### config.mk
export PLATFORM = sky130hd
export DESIGN_NAME = count_sequencer
export DESIGN_NICKNAME = d
export VERILOG_FILES = /design/src/rtl/counter_pkg.sv /design/src/rtl/tick_divider.sv /design/src/rtl/count_sequencer.sv
export SDC_FILE = /design/constraint.sdc
export NUM_CORES = 1
export LEC_CHECK = 0
export ABC_AREA = 1
export CAP_MARGIN = 20
export CORE_ASPECT_RATIO = 0.6
export CORE_MARGIN = 2
export CORE_UTILIZATION = 50
export DETAILED_ROUTE_END_ITERATION = 7
export DONT_BUFFER_PORTS = 1
export GPL_TIMING_DRIVEN = 0
export PLACE_DENSITY = 0.75
export SLEW_MARGIN = 20
export SYNTH_ARGS = -nofsm -noshare
export SYNTH_HDL_FRONTEND = slang
export SYNTH_SLANG_ARGS = --single-unit
### constraint.sdc
create_clock -name clock -period 1.6 [get_ports clock]
set_clock_uncertainty 0.15 [all_clocks]
set_input_delay 0.32 -clock clock [delete_from_list [all_inputs] [get_ports clock]]
set_output_delay 0.32 -clock clock [all_outputs]
set_load 0.01 [all_outputs]
### src/rtl/counter_pkg.sv
// rtl/counter_pkg.sv - shared state encoding, speed codes and defaults for the count sequencer
package counter_pkg;

  typedef enum logic [2:0] {
    ST_IDLE  = 3'd0,
    ST_RUN   = 3'd1,
    ST_PAUSE = 3'd2,
    ST_LOAD  = 3'd3,
    ST_CLEAR = 3'd4,
    ST_DONE  = 3'd5
  } state_t;

  // Rate select codes on the speed switches
  localparam logic [1:0] SPD_EVERY   = 2'b00;
  localparam logic [1:0] SPD_1HZ     = 2'b01;
  localparam logic [1:0] SPD_HALF_HZ = 2'b10;
  localparam logic [1:0] SPD_QTR_HZ  = 2'b11;

  // 50 MHz board clock; divider must hold 4*TPS-1
  localparam int DEFAULT_TPS   = 50000000;
  localparam int DEFAULT_DIV_W = 28;

  localparam logic [3:0] COUNT_MAX = 4'hF;

endpackage

### src/rtl/tick_divider.sv
// rtl/tick_divider.sv - reloadable down-counter producing the count-enable tick while running
module tick_divider
  import counter_pkg::*;
#(
  parameter int TICKS_PER_SEC = DEFAULT_TPS,
  parameter int DIV_W         = DEFAULT_DIV_W
) (
  input  logic       i_clk,
  input  logic       i_clear_b,
  input  logic [1:0] i_speed,
  input  logic       i_run,
  output logic       o_tick
);

  localparam logic [DIV_W-1:0] RELOAD_1HZ  = DIV_W'(TICKS_PER_SEC - 1);
  localparam logic [DIV_W-1:0] RELOAD_HALF = DIV_W'(2 * TICKS_PER_SEC - 1);
  localparam logic [DIV_W-1:0] RELOAD_QTR  = DIV_W'(4 * TICKS_PER_SEC - 1);

  logic [DIV_W-1:0] r_div_cnt;
  logic [1:0]       r_speed_q;
  logic [DIV_W-1:0] w_reload;
  logic             w_speed_chg;

  // Reload value for the currently selected rate (period is reload+1 cycles)
  always_comb begin
    w_reload = '0;
    case (i_speed)
      SPD_EVERY:   w_reload = '0;
      SPD_1HZ:     w_reload = RELOAD_1HZ;
      SPD_HALF_HZ: w_reload = RELOAD_HALF;
      SPD_QTR_HZ:  w_reload = RELOAD_QTR;
      default:     w_reload = '0;
    endcase
  end

  // A switch change restarts the period and suppresses that cycle's tick
  assign w_speed_chg = (i_speed != r_speed_q);
  assign o_tick      = i_run && !w_speed_chg && (r_div_cnt == '0);

  // Count down only while running; otherwise park at the reload value
  always_ff @(posedge i_clk) begin
    if (!i_clear_b) begin
      r_div_cnt <= w_reload;
      r_speed_q <= i_speed;
    end else if (w_speed_chg) begin
      r_div_cnt <= w_reload;
      r_speed_q <= i_speed;
    end else if (i_run) begin
      if (r_div_cnt == '0) begin
        r_div_cnt <= w_reload;
      end else begin
        r_div_cnt <= r_div_cnt - 1'b1;
      end
    end else begin
      r_div_cnt <= w_reload;
    end
  end

endmodule

### src/rtl/count_sequencer.sv
// rtl/count_sequencer.sv - run/pause/load/clear/one-shot controller for the hex display counter
module count_sequencer
  import counter_pkg::*;
#(
  parameter int TICKS_PER_SEC = DEFAULT_TPS,
  parameter int DIV_W         = DEFAULT_DIV_W
) (
  input  logic       clock,
  input  logic       Clear_b,
  input  logic [1:0] speed,
  input  logic       start,
  input  logic       stop,
  input  logic       load_req,
  input  logic [3:0] load_val,
  input  logic       clear_req,
  input  logic       one_shot,
  input  logic [3:0] count_q,
  output logic       cnt_enable,
  output logic       cnt_parload,
  output logic       cnt_clear_b,
  output logic [3:0] cnt_d,
  output logic [2:0] state_o,
  output logic       done
);

  state_t     r_state;
  logic       r_cnt_enable;
  logic       r_cnt_parload;
  logic       r_cnt_clear_b;
  logic [3:0] r_cnt_d;
  logic       r_done;
  logic       w_run;
  logic       w_tick;

  assign w_run = (r_state == ST_RUN);

  tick_divider #(
    .TICKS_PER_SEC(TICKS_PER_SEC),
    .DIV_W        (DIV_W)
  ) u_tick_divider (
    .i_clk    (clock),
    .i_clear_b(Clear_b),
    .i_speed  (speed),
    .i_run    (w_run),
    .o_tick   (w_tick)
  );

  // Sequencer FSM; every counter control is a registered one-cycle decision
  always_ff @(posedge clock) begin
    if (!Clear_b) begin
      r_state       <= ST_IDLE;
      r_cnt_enable  <= 1'b0;
      r_cnt_parload <= 1'b0;
      r_cnt_clear_b <= 1'b0;
      r_cnt_d       <= 4'h0;
      r_done        <= 1'b0;
    end else begin
      r_cnt_enable  <= 1'b0;
      r_cnt_parload <= 1'b0;
      r_cnt_clear_b <= 1'b1;
      r_done        <= 1'b0;
      case (r_state)
        // Load/clear pulses last one cycle; a held request re-fires after IDLE
        ST_LOAD, ST_CLEAR: r_state <= ST_IDLE;
        default: begin
          if (clear_req) begin
            r_state       <= ST_CLEAR;
            r_cnt_clear_b <= 1'b0;
          end else if (load_req) begin
            r_state       <= ST_LOAD;
            r_cnt_parload <= 1'b1;
            r_cnt_d       <= load_val;
          end else begin
            case (r_state)
              ST_RUN: begin
                if (stop) begin
                  r_state <= ST_PAUSE;
                end else if (w_tick) begin
                  if (one_shot && (count_q == COUNT_MAX)) begin
                    r_state <= ST_DONE;
                    r_done  <= 1'b1;
                  end else begin
                    r_cnt_enable <= 1'b1;
                  end
                end
              end
              ST_DONE: r_done <= 1'b1;
              ST_IDLE, ST_PAUSE: begin
                if (!stop && start) begin
                  r_state <= ST_RUN;
                end
              end
              default: r_state <= ST_IDLE;
            endcase
          end
        end
      endcase
    end
  end

  assign cnt_enable  = r_cnt_enable;
  assign cnt_parload = r_cnt_parload;
  assign cnt_clear_b = r_cnt_clear_b;
  assign cnt_d       = r_cnt_d;
  assign state_o     = r_state;
  assign done        = r_done;

endmodule

==> flow_metrics.tcl, run 1 <==
set metrics [dict create \
    hold_viol 0 \
    nFillCells 399 \
    synth.most_common_cell "nand2_1" \
    final_core_util_pct 68.3 \
    rows 20 \
    worst_slew_pin_slew_ns 0.459 \
    drcViolationCount 0 \
    crit_path_start_kind "register" \
    synth_mux_area_share_pct 0 \
    max_freq_mhz 554 \
    path_buf_inv 3 \
    vias_per_cell 5.14 \
    violations "setup timing" \
    rr_worst_depth 11 \
    synthSimpleGateAreaFrac_pct 36.6 \
    synth_area_sq_um 2530 \
    synthXorXnorAreaFrac_pct 7.95 \
    synth_cell_type_count 36 \
    synth.area.top_cells "dfxtp_1 31%, nand2_1 12%, inv_1 7.4%, nor2_1 7.3%, xor2_1 4.8%" \
    synth.net_count 383 \
    synth_top_family_by_area "simple AND/OR/NAND/NOR gates" \
    grt_pass1_wl_mm 10.9 \
    final_nets 431 \
    outcome "finished, violations left" \
    post_dp_cell_area_sq_um 2620 \
    clk_path_buf_depth 2 \
    crit_family "simple AND/OR/NAND/NOR gates" \
    grt_pass1_vias 2272 \
    cp.depth 11 \
    finish.instance_area_sq_um 3400 \
    p_per_area_nw_per_um2 762 \
    required_ns 1.63 \
    cp_slowest_cell "dfxtp_4" \
    seq_area_frac_synth_pct 33.2 \
    power.leakage_nw 1.53 \
    grt_antenna_before_repair 0 \
    holdPathStages 3 \
    hpwl_mm 4.55 \
    drt-pass1-iter-count 5 \
    cts-root-buf "clkbuf_8" \
    cts_tree "done" \
    fp.dieH_microns 59.1 \
    portBuffers 0 \
    setup_ws_ns -0.207 \
    synth_top_area_share_pct 30.8 \
    antennaDiodeCount 0 \
    crit_top_cell "nand2_1" \
    ios 28 \
    grt_overflow 0 \
    grt_max_degree 13 \
    cts.sinks 41 \
    synth_cells 360 \
    worst-setup-path-type "register to register" \
    min_period_ns 1.81 \
    num_vias 2441 \
    syn2layout_area_growth_pct 34.3 \
    async_flop_share_pct 0 \
    die_w_microns 95.9 \
    synthFlopType "dfxtp_1" \
    syn_avg_cell_area_sq_um 7.03 \
    routed_wl_mm 7.15 \
    fin_crit_sh_pct 113 \
    setup_violations 33 \
    clock_latency_ns 0.30 \
    synth-edff-count 2 \
    dieArea_sq_um 5670 \
    gp_congestion 0.944 \
    hp-class "input port to register" \
    cp_max_fo 3 \
    yosysWarnings 0 \
    cp-end-kind "register" \
    routedWlPerCell_microns 15.1 \
    relSlewSlack_pct 69.3 \
    slew_violations 0 \
    synth_compound_area_share_pct 10.1 \
    rsz0062_at_grt "yes" \
    drt-initial-drc-count 120 \
    synth-adder-area-share_pct 2.96 \
    r2r_slack_ns -0.21 \
    core_area_sq_um 4980 \
    grt_usage_pct 25.9 \
    yosys.area.top_type "dfxtp_1" \
    clk_pin_slew_worst_paths_ns 0.08 \
    crit_chain "inv_4 > ha_4 > buf_6 > nand4_1 > nor3_4 > buf_6 > a21oi_2 > o21ai_1 > nand2_1 > nand2_1 > nand2_1" \
    crit_arrival_ns 1.84 \
    max-cap-violations 0 \
    start_util_pct 50.9 \
    cpPeakStageDelay_ns 0.37 \
    htree_num_levels 2 \
    worst_ir_drop_vdd_v 0.000394 \
    drive_gt1_share_pct 41.1 \
    synth_common_cells "81 x nand2_1, 50 x inv_1, 49 x nor2_1" \
    cts_inserted_buffers 5 \
    ant_nets 0 \
    ys_ff_latch 41 \
]
area by class of cell:
class,instances,area [sq um],area share (%)
multi-input cells,262,1750,51.4
flip-flops and latches,41,872,25.6
plain buffers,3,35.0,1.03
repair buffers,41,335,9.86
clock inverters,1,30.0,0.883
well taps,66,82.6,2.43
clock buffers,7,86.3,2.54
inverters,54,213,6.25
kinds of logic (layout without fill, tap and decap cells):
group,Yosys count,in the layout
xor+xnor,23,23
flops,41,41
buf+inv,57,106
compound gates,43,43
fa+ha+maj,6,6
simple gates,190,190
per-layer routing:
metal  vias up  global-route usage, %  routed length, microns
met5         -                      0                       0
met4         0                   5.51                     129
met3        17                   8.27                     563
met2        81                   38.0                    3090
met1      1120                   37.5                    3370
li1       1223                      -                       -
sequential cells by signal (all words and copies together) (netlist names):
| signal | count |
|---|---|
| u_tick_divider.r_speed_q | 2 |
| u_tick_divider.r_div_cnt | 28 |
| cnt_parload | 1 |
| done | 1 |
| cnt_clear_b | 1 |
| cnt_d | 4 |
| cnt_enable | 1 |
| state_o | 3 |
tightest hold or removal path, stage by stage:
cell and delay (ns):
nor2_2 0.04, nand3_1 0.08, inv_1 0.04
worst paths after layout:
kind,start,endpoint
hold reg to reg,cnt_d[2]$_SDFFE_PN0P_,cnt_d[2]$_SDFFE_PN0P_
hold / removal,clear_req,state_o[0]$_SDFFE_PP0P_
setup / recovery,u_tick_divider.r_div_cnt[0]$_DFF_P_,u_tick_divider.r_div_cnt[15]$_DFF_P_
setup reg to reg,u_tick_divider.r_div_cnt[0]$_DFF_P_,u_tick_divider.r_div_cnt[15]$_DFF_P_
cell usage in the layout (no fill, tap or decap), drive strengths merged:
master	netlist	final
inv	53	53
a22oi	1	1
and3	1	1
nor2	64	64
nand3	20	20
dfxtp	39	39
edfxtp	2	2
o211ai	1	1
nor3	4	4
a31oi	1	1
xor2	14	14
bufinv	0	1
clkbuf	1	8
ha	6	6
o21ai	28	28
nand4	6	6
dlygate4sd3	0	2
o21bai	1	1
a21boi	1	1
buf	2	41
clkinv	1	1
nand2	94	94
a21oi	10	10
xnor2	9	9
or2	1	1
report_power, final:
part | internal [mW] | switching (mW) | leakage [nW]
Clock | 0.509 | 0.368 | 0.0585
Combinational | 0.206 | 0.288 | 1.13
Sequential | 1.11 | 0.110 | 0.348
metrics by stage:
step / cells / hold WS (ns) / TNS (ns) / total power, mW / setup WS, ns
finish: 475 / 0.0521 / -3.98 / 2.59 / -0.207
global placement: 426 / 0.269 / -6.98 / 1.55 / -0.332
floorplan: 360 / 0.269 / -0.249 / 1.48 / -0.0524
global route: 475 / 0.0619 / -7.20 / 2.71 / -0.288
CTS: 464 / 0.0608 / -2.01 / 2.54 / -0.120
detailed placement: 426 / 0.269 / -7.49 / 1.56 / -0.355
timing repair:
item / CTS / global route
gates cloned: 1 / 0
setup endpoints to repair: 37 / 37
hold buffers: 2 / 0
hold endpoints to repair: 2 / 0
resized for setup: 85 / 42
pin swaps: 30 / 28
setup buffers: 27 / 11
Note: power is estimated with default switching activity, not from simulation.
==> run 2: changes to the inputs <==
--- a/config.mk
+++ b/config.mk
@@ -12,8 +12,10 @@
 export CORE_UTILIZATION = 50
 export DETAILED_ROUTE_END_ITERATION = 7
 export DONT_BUFFER_PORTS = 1
+export GPL_ROUTABILITY_DRIVEN = 0
 export GPL_TIMING_DRIVEN = 0
 export PLACE_DENSITY = 0.75
+export SKIP_LAST_GASP = 1
 export SLEW_MARGIN = 20
 export SYNTH_ARGS = -nofsm -noshare
 export SYNTH_HDL_FRONTEND = slang
==> run 2 against run 1 <==
The run still ends with setup timing left. Final cell count down 0.63%. Die area unchanged. Design area down 0.48%. Power down 6.7%. Global-route usage down 0.41 points. Setup slack worse by 0.022 ns. Wire length down 1.4%.
==> flow_metrics.tcl, run 2 (same netlist as run 1, synthesis figures left out) <==
set metrics [dict create \
    outcome "finished, violations left" \
    violations "setup timing" \
    grt_usage_pct 25.5 \
    cp_slowest_cell "dfxtp_1" \
    cts.sinks 41 \
    drt-initial-drc-count 168 \
    rsz0062_at_grt "yes" \
    regArea_sq_um 878 \
    start_util_pct 50.9 \
    crit_path_start_kind "register" \
    nFillCells 373 \
    die_w_microns 95.9 \
    cpPeakStageDelay_ns 0.38 \
    min_period_ns 1.83 \
    slew_violations 0 \
    crit_arrival_ns 1.92 \
    vias_per_cell 5.27 \
    final_nets 428 \
    crit_top_cell "nand2_2" \
    final_cells 472 \
    grt_pass1_vias 2303 \
    drcViolationCount 0 \
    max-cap-violations 0 \
    antennaDiodeCount 0 \
    crit_chain "nor2_2 > nand2_2 > nor2_4 > nand2_2 > nor2_4 > buf_6 > nand3_4 > nand2_4 > nand2_2 > nand2_1 > nand2_1 > a21oi_2" \
    tns_ns -4.91 \
    syn2layout_area_growth_pct 33.7 \
    regMostFlops "u_tick_divider.r_div_cnt" \
    cp_max_fo 5 \
    setup_ws_ns -0.229 \
    dieArea_sq_um 5670 \
    grt_antenna_before_repair 0 \
    power.leakage_nw 1.50 \
    cts-root-buf "clkbuf_8" \
    ios 28 \
    setup_violations 33 \
    portBuffers 0 \
    routedWlPerCell_microns 14.9 \
    worst_slew_pin_slew_ns 0.499 \
    clock_latency_ns 0.30 \
    relSlewSlack_pct 66.6 \
    fin_crit_sh_pct 114 \
    mostFrequentLayoutCells "67 x nand2_1, 40 x inv_1, 30 x nor2_1, 30 x buf_4, 21 x dfxtp_1" \
    grt_max_degree 15 \
    num_vias 2488 \
    crit_family "simple AND/OR/NAND/NOR gates" \
    rows 20 \
    cts_inserted_buffers 5 \
    routed_wl_mm 7.05 \
    ant_nets 0 \
    drt-pass1-iter-count 5 \
    drive_gt1_share_pct 41.6 \
    grt_pass1_wl_mm 10.8 \
    p_per_area_nw_per_um2 715 \
    fp.dieH_microns 59.1 \
    htree_num_levels 2 \
    hpwl_mm 4.58 \
    hp-class "input port to register" \
    clk_path_buf_depth 2 \
    path_buf_inv 1 \
    hold_viol 0 \
    largest_reg_flops 28 \
    cp-end-kind "register" \
    multi_input_area_sq_um 1770 \
    final_common_cell "nand2_1" \
    cts_tree "done" \
    worst-setup-path-type "register to register" \
    dp_cells 426 \
    max_freq_mhz 547 \
    worst_ir_drop_vdd_v 0.000473 \
    required_ns 1.69 \
    clk_pin_slew_worst_paths_ns 0.08 \
    core_area_sq_um 4980 \
    grt_overflow 0 \
]
-- run 2: worst min-delay path: cells and delay by family --
kind | cells | cell delay (ns)
simple gates | 2 | 0.11
buf+inv | 1 | 0.03
-- run 2: metal layers --
layer	up-vias	track usage [%]	routed length, microns
li1	1212	-	-
met1	1149	38.0	3320
met2	111	37.3	3060
met3	16	6.62	575
met4	0	5.31	95
met5	-	0	0
-- run 2: timing repair --
action / CTS / global route
setup buffers: 20 / 15
gates cloned: 1 / 0
hold buffers: 2 / 0
pin swaps: 22 / 21
hold endpoints to repair: 2 / 0
endpoints found under the setup margin: 37 / 37
gates resized for setup: 78 / 54
-- run 2: through the flow --
step	worst slack (ns)	hold slack, ns	total power, mW	utilization, %	area [sq um]
6_report	-0.229	0.0353	2.42	68.0	3390
5_1_grt	-0.289	0.0389	2.54	68.0	3390
4_1_cts	-0.151	0.0575	2.34	62.5	3110
3_5_place_dp	-0.362	0.269	1.56	52.5	2620
3_3_place_gp	-0.338	0.269	1.55	52.5	2620
2_1_floorplan	-0.0524	0.269	1.48	-	2530
-- run 2: area by class of cell --
type | count | share of cell area, %
multi-input combinational | 262 | 52.4
buffer | 3 | 1.03
clock buffer | 5 | 2.03
tap | 66 | 2.44
inverter | 54 | 6.28
clock inverter | 3 | 0.665
sequential | 41 | 25.9
timing repair buffer | 38 | 9.24
-- run 2: worst paths after layout --
check / from / endpoint / slack, ns / cells past startpoint
setup / recovery: u_tick_divider.r_div_cnt[23]$_DFF_P_ / state_o[2]$_SDFFE_PP0P_ / -0.23 / 12
hold / removal: clear_req / state_o[0]$_SDFFE_PP0P_ / 0.04 / 3
setup reg to reg: u_tick_divider.r_div_cnt[23]$_DFF_P_ / state_o[2]$_SDFFE_PP0P_ / -0.23 / 12
hold reg to reg: cnt_d[3]$_SDFFE_PN0P_ / cnt_d[3]$_SDFFE_PN0P_ / 0.36 / 2
-- run 2: power by group --
group / switching [mW] / leakage, nW / internal, mW / total, mW
registers: 0.110 / 0.349 / 1.11 / 1.22
logic: 0.292 / 1.11 / 0.204 / 0.495
clock network: 0.398 / 0.0364 / 0.306 / 0.704
==> patch 1, RTL diff (flow settings as in run 2) <==
Add an input register stage for `load_val`; this delays it by one clock. The other inputs are not delayed to match.
--- a/src/rtl/count_sequencer.sv
+++ b/src/rtl/count_sequencer.sv
@@ -23,4 +23,10 @@
   output logic       done
 );
+
+  logic [3:0] load_val_q;
+
+  always_ff @(posedge clock) begin
+    load_val_q <= load_val;
+  end
 
   state_t     r_state;
@@ -70,5 +76,5 @@
             r_state       <= ST_LOAD;
             r_cnt_parload <= 1'b1;
-            r_cnt_d       <= load_val;
+            r_cnt_d       <= load_val_q;
           end else begin
             case (r_state)
Check against the original RTL: not equivalent (Yosys sat finds a counterexample within 4 cycles, from zero or initial values).
==> patch 1 against run 2 <==
- the run still ends with negative setup slack left
- clock power grew 21%
- setup slack gained 0.063 ns
- power grew 11%
- synthesized area grew 3.2%
- core utilization grew 1.6 points
- final area grew 3.8%
- routed wire length grew 5.0%
- sequential cell count grew 4
- critical path type unchanged
- largest cell class unchanged
==> patch 1: results (changes against run 2) <==
* Status: finished, violations left
* Violated checks: negative setup slack
* Num CTS Buffers at 5 (unchanged)
* WL final at 7.40 mm (+5.0%)
* Final setup violating endpoints at 31 (-6.1%)
* Max reg flops at 28 (unchanged)
* Levels on crit path at 10 (-2)
* Crit path max-delay cell type: edfxtp_1
* Setup TNS Final at -3.64 ns (+1.27 ns)
* Hold endpoint: state_o[0]
* Top cells by area, synth: dfxtp_1, nand2_1, inv_1, nor2_1, xor2_1
* Total number of vias at 2563 (+3.0%)
* Share of layout cells above drive strength 1 at 0.415 (-0.000797)
* Crit-path leading delay family: simple AND/OR/NAND/NOR gates
* Peak supply drop at 0.454 mV (-3.9%)
* Slowest cell delay on critical path at 0.43 ns (+0.05 ns)
* First-pass GRT wire length at 11.9 mm (+9.7%)
* Most used DFF post-synth: dfxtp_1
* Critical hold path startpoint: clear_req
* Initial antenna violation count at 0 (unchanged)
* CP Capture Type: flop
* Clock-pin slew of the registers on the worst-case setup and hold paths at approximately 0.09 ns
* Pre-antenna DRT Iters at 5 (unchanged)
* Seq/Total Area, Yosys at 0.352 (+0.0205)
* Most frequent cells after synthesis: nand2_1, inv_1, nor2_1
* Nets at 436 (+1.9%)
* Most flop-heavy register: u_tick_divider.r_div_cnt
* Post-synth EDFFs at 2 (unchanged)
* IO Port Bufs at 0 (unchanged)
* Root buffer cell: clkbuf_8
* CP Max Fanout at 4 (-1)
* Worst setup SP type: flop
* N_diodes at 0 (unchanged)
* Initial DRC Count at 285 (+70%)
* Library cells used by synthesis at 36 (unchanged)
* P_leak at 1.58 nW (+5.3%)
* Vias in the first global route at 2464 (+7.0%)
* Post-Syn Nets at 387 (+1.0%)
* Ys async rst share at 0 (unchanged)
* Capturing point of the worst reg2reg path: state_o[2]
* Yosys warnings at 0 (unchanged)
* Tot GR Track Use at 0.267 (+0.0115)
* HPWL after DPL at 4.75 mm (+3.7%)
* Relative slew slack at 0.665 (about the same)
* Worst path arrival time at 1.86 ns (-0.06 ns)
* Worst hold stages at 3 (unchanged)
* Maximum buffer depth of the clock tree at 2 (unchanged)
* Largest net degree at the start of global routing at 15 (unchanged)
* Worst skew pair latency at 0.31 ns
* Setup ws final at -0.166 ns (+0.0630 ns)
* Worst hold path class: in -> reg
* CTS H-tree depth at 2 (unchanged)
* Reg2reg start: u_tick_divider.r_speed_q[1]
[patch 1: report_power, final]
group	leakage [nW]	total, mW	internal [mW]	switching (mW)
sequential	0.383	1.33	1.22	0.108
clock	0.0556	0.855	0.445	0.410
combinational	1.14	0.514	0.214	0.299
total	1.58	2.69	1.88	0.817
[patch 1: layout make-up]
class,instances,area (µm²)
multi-input combinational,262,1740
fill,398,1540
sequential,45,960
timing repair buffer,42,375
inverter,54,208
clock buffer,7,108
tap,66,82.6
buffer,3,35.0
clock inverter,1,7.51
[patch 1: metal layers]
| layer | track usage | vias up | share of wire |
|---|---|---|---|
| met5 | 0 | - | 0 |
| met4 | 0.0714 | 0 | 0.021 |
| met3 | 0.0538 | 21 | 0.10 |
| met2 | 0.432 | 124 | 0.43 |
| met1 | 0.371 | 1181 | 0.45 |
| li1 | - | 1237 | - |
[patch 1: metrics by stage]
stage          area (µm²)  instances  worst slack, ns  power [mW]  hold WS, ns
6_report             3520        480           -0.166        2.69       0.0451
2_1_floorplan        2610        364          -0.0524        1.58        0.198
3_3_place_gp         2700        430           -0.345        1.66        0.198
5_1_grt              3520        480           -0.266        2.81       0.0509
3_5_place_dp         2700        430           -0.333        1.67        0.198
4_1_cts              3360        473           -0.135        2.64       0.0448
[patch 1: kinds of logic (layout without fill, tap and decap cells)]
logic type	after synthesis	count (layout)	synth area share
DFF	45	45	0.352
buffers and inverters	57	107	0.0891
AOI/OAI and AO/OA	43	43	0.0982
adders and majority gates	6	6	0.0287
and+or+nand+nor	190	190	0.354
xor gates and xnor gates	23	23	0.0771
[patch 1: what timing repair did]
action	in CTS	in global routing
endpoints found under the setup margin	37	37
gates cloned	0	1
pin swaps	32	19
gates resized for setup	96	27
hold buffers	6	0
setup buffers	29	6
hold endpoints to repair	6	0
==> patch 2, RTL diff (config.mk and constraints of run 2) <==
Without the edit above. Set the package constant `DEFAULT_DIV_W` to 56 (it was 28).
--- a/src/rtl/counter_pkg.sv
+++ b/src/rtl/counter_pkg.sv
@@ -19,5 +19,5 @@
   // 50 MHz board clock; divider must hold 4*TPS-1
   localparam int DEFAULT_TPS   = 50000000;
-  localparam int DEFAULT_DIV_W = 28;
+  localparam int DEFAULT_DIV_W = 56;
 
   localparam logic [3:0] COUNT_MAX = 4'hF;
Formal check against the unedited RTL: no difference found for any inputs over 10 cycles, from zero or initial values; that may be too few to reach the edited logic, so the function may still have changed.
==> patch 2 against run 2 <==
- the run still ends with negative setup slack left
- setup slack lost 0.11 ns
- clock power rose to 3.5 times the old value
- power is 100% higher
- final area increased by 67%
- sequential share of layout area fell by 0.61 points
- largest cell class unchanged
- synthesized area rose by 56%
- largest power group is now clock
- count of clock-buffer cells in the layout increased by 5
- routed wire length rose by 91%
- sequential cell count up 28
- via count rose by 77%
- highest routed layer unchanged
- synthesized cell count increased by 73%
- first-iteration DRC count grew to 2.6 times the old value
==> patch 2: results (changes against run 2) <==
* Status: finished, violations left
* Violated checks: negative setup slack
* P_leak at 2.58 nW (+72%)
* Top cells by area, synth: dfxtp_1, nand2_1, nor2_1, inv_1, nand3_1
* WL final at 13.4 mm (+91%)
* Layout non-clock buf frac at 0.105 (+0.00184)
* # clock sinks at 69 (+68%)
* Final Non-Filler Cells at 803 (+70%)
* CORE AREA at 7760 µm² (+56%)
* Cells after synthesis at 624 (+73%)
* Multi-input logic area at 2850 µm² (+60%)
* Sequential cell area share at 0.253 (-0.00605)
* Slowest cell delay on critical path at 0.35 ns (-0.03 ns)
* Fillers at 584 (+57%)
* Setup ws final at -0.343 ns (-0.114 ns)
* M1 wire length at 5.37 mm (+62%)
* Met3 Usage GRT at 0.102 (+0.0354)
* Most frequent cells after synthesis: nand2_1, nor2_1, dfxtp_1, inv_1, nand3_1
* Tot GR Track Use at 0.275 (+0.0196)
* Max reg flops at 56 (+100%)
* Nets at 712 (+66%)
* Clkbuf count at 10 (+5)
* Root buffer cell: clkbuf_16
* PostCTS Resize Cnt at 64 (-18%)
* Crit path max-delay cell type: dfxtp_2
* Power Internal at 3.69 mW (+130%)
* Setup Buffers After CTS at 19 (-5.0%)
* Power density over the cells at 862 nW/µm² (+21%)
* Seq pwr at 1.91 mW (+57%)
* CTS H-tree depth at 3 (+1)
* Final setup violating endpoints at 61 (+85%)
* Via-to-Cell Ratio at 5.48 (+4.0%)
* # hold bufs at CTS at 4 (+2)
* Largest net degree at the start of global routing at 13 (-2)
* Inverters at 70 (+30%)
* Setup TNS Final at -16.12 ns (-11.21 ns)
* Worst skew pair latency at 0.34 ns (+0.04 ns)
* Xor-xnor portion of the synthesized cell area at 0.0421 (-0.0374)
* Post-synthesis adder-cell area fraction at 0.0158 (-0.0138)
* Cells after DPL at 732 (+72%)
* Vias in the first global route at 3942 (+71%)
* Multi-input combinational area share at 0.503 (-0.0209)
* Share of layout cells above drive strength 1 at 0.351 (-0.0652)
* Number of non-clock buffers at 60 (+46%)
patch 2: cell count changes after synthesis, sizes merged, moves of 2 or more:
cell	change
xor2	-3
or2	+9
o21a	+2
buf	+3
nor2	+88
a21oi	+26
and2	+2
nand3b	+2
inv	+16
dfxtp	+28
nand2	+80
nand3	+18
patch 2: final timing paths:
path              depth (start not counted)  slack, ns                           end                         start
hold reg to reg                           1       0.33  u_tick_divider.r_div_cnt[37]  u_tick_divider.r_div_cnt[37]
setup / recovery                         11      -0.34  u_tick_divider.r_div_cnt[18]  u_tick_divider.r_div_cnt[28]
setup reg to reg                         11      -0.34  u_tick_divider.r_div_cnt[18]  u_tick_divider.r_div_cnt[28]
hold / removal                            3       0.01                    state_o[1]                     clear_req
patch 2: worst reg2reg max path: stages (launching register included):
cell and delay, ns:
dfxtp_2 0.35, nor2_2 0.19, nand2_2 0.11, nor2_4 0.14, nand2_4 0.09, nor2_8 0.18, nand2_8 0.11, nand2_8 0.14
clkinv_8 0.09, buf_8 0.15, nand2_1 0.07, nand2_1 0.06
